==> src/rtl/ram_arb_pkg.sv <==
// Shared types and constants for the single-port RAM arbiter.
// Holds the state encoding, default RAM geometry and the latched-command layout.
package ram_arb_pkg;

    localparam int RAM_ADDR_W = 5;
    localparam int RAM_DATA_W = 8;

    typedef enum logic [1:0] {
        IDLE   = 2'd0,
        WR     = 2'd1,
        RD     = 2'd2,
        RDWAIT = 2'd3
    } arb_state_e;

    // Latched command for the default 32x8 geometry; winner index covers up to 8 requesters.
    typedef struct packed {
        logic                  we;
        logic [RAM_ADDR_W-1:0] addr;
        logic [RAM_DATA_W-1:0] wdata;
        logic [2:0]            idx;
    } arb_cmd_t;

endpackage

==> src/rtl/ram_arb_pick.sv <==
// Combinational winner selection: one-hot grant from the request vector.
// RAM_ARB_RR_EN selects round-robin from ptr+1; otherwise the lowest index wins.
module ram_arb_pick import ram_arb_pkg::*; #(
    parameter int NUM_REQ = 2,
    parameter int IDX_W   = $clog2(NUM_REQ)
) (
    input  logic [NUM_REQ-1:0] req,
    input  logic [IDX_W-1:0]   ptr,
    output logic [NUM_REQ-1:0] grant
);

`ifdef RAM_ARB_RR_EN
    logic             found;
    logic [IDX_W-1:0] idx;

    always_comb begin
        grant = '0;
        found = 1'b0;
        idx   = '0;
        for (int k = 1; k <= NUM_REQ; k++) begin
            idx = IDX_W'((int'(ptr) + k) % NUM_REQ);
            if (!found && req[idx]) begin
                grant[idx] = 1'b1;
                found      = 1'b1;
            end
        end
    end
`else
    logic unused_ptr;
    assign unused_ptr = ^ptr;

    // Walk downward so the lowest requesting index is the last one written.
    always_comb begin
        grant = '0;
        for (int k = NUM_REQ - 1; k >= 0; k--) begin
            if (req[k]) begin
                grant    = '0;
                grant[k] = 1'b1;
            end
        end
    end
`endif

endmodule

==> src/rtl/ram_port_arbiter.sv <==
// Serialises NUM_REQ read/write commands onto one single-port RAM; all outputs are flops.
// Define RAM_ARB_RR_EN for round-robin arbitration, otherwise fixed lowest-index priority.
module ram_port_arbiter import ram_arb_pkg::*; #(
    parameter int NUM_REQ = 2,
    parameter int ADDR_W  = RAM_ADDR_W,
    parameter int DATA_W  = RAM_DATA_W,
    parameter int RD_LAT  = 1
) (
    input  logic                      clk,
    input  logic                      rst,
    input  logic [NUM_REQ-1:0]        req,
    input  logic [NUM_REQ-1:0]        req_we,
    input  logic [NUM_REQ*ADDR_W-1:0] req_addr,
    input  logic [NUM_REQ*DATA_W-1:0] req_wdata,
    output logic [NUM_REQ-1:0]        gnt,
    output logic [NUM_REQ-1:0]        rvalid,
    output logic [DATA_W-1:0]         rdata,
    output logic                      busy,
    output logic                      write_en,
    output logic                      read_en,
    output logic [ADDR_W-1:0]         addr,
    output logic [DATA_W-1:0]         data_in,
    input  logic [DATA_W-1:0]         data_out
);

    localparam int IDX_W = $clog2(NUM_REQ);
    localparam int CNT_W = $clog2(RD_LAT + 1);

    localparam logic [1:0] S_IDLE   = IDLE;
    localparam logic [1:0] S_WR     = WR;
    localparam logic [1:0] S_RD     = RD;
    localparam logic [1:0] S_RDWAIT = RDWAIT;

    logic [1:0]         state;
    logic [NUM_REQ-1:0] pick;
    logic [IDX_W-1:0]   pick_idx;
    logic [IDX_W-1:0]   cmd_idx;
    logic [IDX_W-1:0]   ptr;
    logic [CNT_W-1:0]   cnt;
    logic               sel_we;
    logic [ADDR_W-1:0]  sel_addr;
    logic [DATA_W-1:0]  sel_wdata;

    ram_arb_pick #(
        .NUM_REQ (NUM_REQ),
        .IDX_W   (IDX_W)
    ) u_pick (
        .req   (req),
        .ptr   (ptr),
        .grant (pick)
    );

    always_comb begin
        pick_idx  = '0;
        sel_we    = 1'b0;
        sel_addr  = '0;
        sel_wdata = '0;
        for (int i = 0; i < NUM_REQ; i++) begin
            if (pick[i]) begin
                pick_idx  = IDX_W'(i);
                sel_we    = req_we[i];
                sel_addr  = req_addr[i*ADDR_W +: ADDR_W];
                sel_wdata = req_wdata[i*DATA_W +: DATA_W];
            end
        end
    end

`ifdef RAM_ARB_RR_EN
    // Pointer moves on the grant cycle itself, i.e. while in WR or RD.
    always_ff @(posedge clk) begin
        if (rst) begin
            ptr <= IDX_W'(NUM_REQ - 1);
        end else if (state == S_WR || state == S_RD) begin
            ptr <= cmd_idx;
        end
    end
`else
    assign ptr = '0;
`endif

    always_ff @(posedge clk) begin
        if (rst) begin
            state    <= S_IDLE;
            cmd_idx  <= '0;
            cnt      <= '0;
            gnt      <= '0;
            rvalid   <= '0;
            rdata    <= '0;
            busy     <= 1'b0;
            write_en <= 1'b0;
            read_en  <= 1'b0;
            addr     <= '0;
            data_in  <= '0;
        end else begin
            gnt      <= '0;
            rvalid   <= '0;
            write_en <= 1'b0;
            read_en  <= 1'b0;
            case (state)
                S_IDLE: begin
                    // Strobes and grant are loaded here so they are flops during WR/RD.
                    if (|req) begin
                        cmd_idx <= pick_idx;
                        gnt     <= pick;
                        busy    <= 1'b1;
                        addr    <= sel_addr;
                        if (sel_we) begin
                            state    <= S_WR;
                            write_en <= 1'b1;
                            data_in  <= sel_wdata;
                        end else begin
                            state   <= S_RD;
                            read_en <= 1'b1;
                        end
                    end
                end
                S_WR: begin
                    state <= S_IDLE;
                    busy  <= 1'b0;
                end
                S_RD: begin
                    state <= S_RDWAIT;
                    cnt   <= CNT_W'(RD_LAT);
                end
                S_RDWAIT: begin
                    if (cnt == CNT_W'(1)) begin
                        state  <= S_IDLE;
                        busy   <= 1'b0;
                        rvalid <= NUM_REQ'(1) << cmd_idx;
                        rdata  <= data_out;
                    end else begin
                        cnt <= cnt - 1'b1;
                    end
                end
                default: state <= S_IDLE;
            endcase
        end
    end

endmodule
==> config.mk <==
export PLATFORM = sky130hd
export DESIGN_NAME = ram_port_arbiter
export DESIGN_NICKNAME = d
export VERILOG_FILES = /design/src/rtl/ram_arb_pkg.sv /design/src/rtl/ram_arb_pick.sv /design/src/rtl/ram_port_arbiter.sv
export SDC_FILE = /design/constraint.sdc
export NUM_CORES = 1
export LEC_CHECK = 0
export ABC_AREA = 0
export CAP_MARGIN = 0
export CORE_MARGIN = 5
export CORE_UTILIZATION = 40
export DETAILED_ROUTE_END_ITERATION = 8
export PLACE_DENSITY_LB_ADDON = 0.15
export SLEW_MARGIN = 10
export SYNTH_ARGS = -nofsm -noshare
export SYNTH_HDL_FRONTEND = slang
export SYNTH_SLANG_ARGS = --single-unit
==> constraint.sdc <==
create_clock -name clk -period 1.92 [get_ports clk]
set_input_delay 0.384 -clock clk [delete_from_list [all_inputs] [get_ports clk]]
set_output_delay 0.384 -clock clk [all_outputs]
set_load 0.005 [all_outputs]
==> impl_metrics.yaml <==
outcome:
  status: "complete, no violations"
worst_setup_path:
  crit_chain: "clkdlybuf4s50_1, nand3b_4, a211o_1, mux2_4"
  cp-startpoint: "req[0]"
  end_kind: "register"
  critPathMaxFanout: 9
  crit_slowest_cell: "a211o_1"
  crit_buf_inv: 1
  critPathKind: "in2reg"
  r2r-start: "state[1]"
  crit_family: "compound AO/OA/AOI/OAI gates"
  arrival_ns: 1.88
  cp.depth: 4
  slowest_delay_ns: 0.49
  cp-start-kind: "input port"
  ff2ff_path_depth: 2
  critPathRequiredTime_ns: 2.15
clock_tree:
  cts_hold_buf: 0
  postCtsSetupRepairBufs: 0
  cts_tree: "built"
  path_clk_slew_ns: 0.10
  clock_latency_ns: 0.33
  cts_sinks: 32
  clk_path_buf_depth: 2
  htreeDepth: 2
  numCtsBuffers: 5
  cts_root_buf: "clkbuf_4"
  ctsResizeCount: 0
pwr:
  switching_share: 0.230
  pwr-share-seq: 0.451
  max-vdd-ir-drop_uv: 573
  power_density_mw_per_mm2: 716
  p_leak_nw: 0.889
  finalPower_mw: 1.62
  power.switching_mw: 0.372
  power_frac_comb: 0.195
  p_int_mw: 1.25
  power.share.clock: 0.353
hold_path:
  hold_path_depth: 1
  hp-class: "reg2reg"
  min_from: "cmd_idx"
synth:
  syn_inst: 160
  synth.ff_latch_count: 32
  synth_cell_types: 28
  yosysWarningCount: 0
  netlist_top_cells_area: "dfxtp_1 (45%), a21oi_1 (8.7%), mux2_4 (8.4%)"
  syn_avg_cell_area_um2: 8.95
  mappedNetlistArea_mm2: 0.00143
  synth_top_cell_by_area: "dfxtp_1"
  yosys.area.top_type_share: 0.448
  ys_seq_area_frac: 0.448
  syn-num-nets: 200
sta:
  maxSlewViolCount: 0
  slew_headroom: 0.671
  max_freq_mhz: 607
  period_share: 0.858
  hold_violations: 0
  fin_worst_skew_ns: 0.00148
  fin_crit_ns: 1.65
  worst_slew_pin_slew_ns: 0.494
  finalSetupViolations: 0
  grt_setup_unrepaired: "false"
detailed_routing:
  wire_per_inst_um: 13.3
  drt_wl_total_um: 3710
  vias: 1341
  dr.pass1.iters: 4
  initialDrtViolationCount: 21
  ant_nets: 0
  drt_drc_violations_left: 0
  vias_per_cell: 4.82
global_route:
  overflow: 0
  grt_antenna_before_repair: 0
  grt_max_degree: 23
  grtUsageTotal: 0.159
  first_global_vias: 1356
  grt_pass1_wl_um: 6280
die:
  io_pins: 68
  core_mm2: 0.00339
  die_w_um: 69.8
  die_y_um: 69.8
  rows: 21
  start_util: 0.422
  die-area_mm2: 0.00487
placement:
  dp.cells: 270
  portBuffers: 67
  dpl.hpwl_um: 2810
  gp_congestion: 0.765
final_layout:
  fin_cells: 278
  area_growth_pct: 58.2
  insertedDiodeCount: 0
  finalNetCount: 271
  drive_gt1_frac: 0.121
job:
  maxCapViolCount: 0
final cells by class:
cell class	count	area [um^2]
tap	46	57.6
multi-input combinational	113	718
inverter	2	7.51
sequential	32	641
fill	263	1120
timing repair buffer	77	746
clock inverter	1	30.0
clock buffer	7	65.1
Yosys cell counts:
master / count
a211o_1: 1
a2111oi_0: 5
nand3b_4: 1
inv_1: 2
and3b_1: 5
buf_6: 1
nand2_1: 29
nor2b_1: 9
dfxtp_1: 32
buf_2: 3
nor3_1: 7
a21oi_1: 25
o21bai_1: 1
buf_1: 2
and3_1: 1
o21ba_2: 1
a21o_1: 1
buf_4: 1
nor3b_1: 2
o21ai_0: 2
clkbuf_1: 5
nand3_1: 2
mux2_4: 8
or4b_1: 1
nand3b_1: 8
clkbuf_2: 1
nor4b_1: 1
nor2_1: 3
flip-flops by register name, summed over array words and instances, names as in the netlist:
signal and count:
addr 5, busy 1, cmd_idx 1, cnt 1, data_in 8, gnt 2, rdata 8, read_en 1
rvalid 2, state 2, write_en 1
power groups by stage:
| stage | Combinational, mW | Sequential (mW) | Clock, mW |
|---|---|---|---|
| 2_1_floorplan | 0.145 | 0.739 | 0 |
| 5_1_grt | 0.346 | 0.739 | 0.616 |
| 6_report | 0.316 | 0.732 | 0.573 |
| 4_1_cts | 0.320 | 0.733 | 0.583 |
| 3_5_place_dp | 0.319 | 0.747 | 0 |
| 3_3_place_gp | 0.313 | 0.746 | 0 |
layout by cell type (no fill, tap or decap), drive strengths merged, types with 3 or more instances in the layout:
| cell | instances |
|---|---|
| nand3b | 9 |
| a21oi | 25 |
| clkdlybuf4s50 | 67 |
| nor2 | 3 |
| nor2b | 9 |
| dfxtp | 32 |
| nor3 | 7 |
| buf | 10 |
| mux2 | 8 |
| and3b | 5 |
| clkbuf | 7 |
| nand2 | 29 |
| a2111oi | 5 |
final timing paths:
path | to | slack (ns)
worst max-delay path | data_in[5] | 0.27
worst min-delay path | rvalid[0] | 0.45
worst max register to register | data_in[5] | 0.40
worst min register to register | rvalid[0] | 0.45
per-layer routing:
layer | vias up | GRT usage | share of wire
met2 | 31 | 0.283 | 0.51
met5 | - | 0 | 0
met1 | 608 | 0.171 | 0.41
li1 | 697 | - | -
met4 | 0 | 0.0447 | 0.012
met3 | 5 | 0.0681 | 0.063
logic make-up after synthesis:
group                  share of synthesized area
and+or+nand+nor                            0.269
buffers and inverters                     0.0507
muxes                                     0.0839
DFF                                        0.448
AOI/OAI and AO/OA                          0.149
through the flow:
step / utilization / instance area, um^2 / hold slack, ns / setup TNS, ns / setup slack (ns)
after CTS: 0.668 / 2260 / 0.441 / 0 / 0.274
after floorplan: - / 1430 / 0.409 / 0 / 0.475
after detailed placement: 0.640 / 2170 / 0.436 / -0.856 / -0.101
after global routing: 0.668 / 2260 / 0.484 / 0 / 0.122
final: 0.668 / 2260 / 0.448 / 0 / 0.273
after global placement: 0.640 / 2170 / 0.429 / -0.507 / -0.0638
No activity file was read; power rests on OpenSTA's default activity.
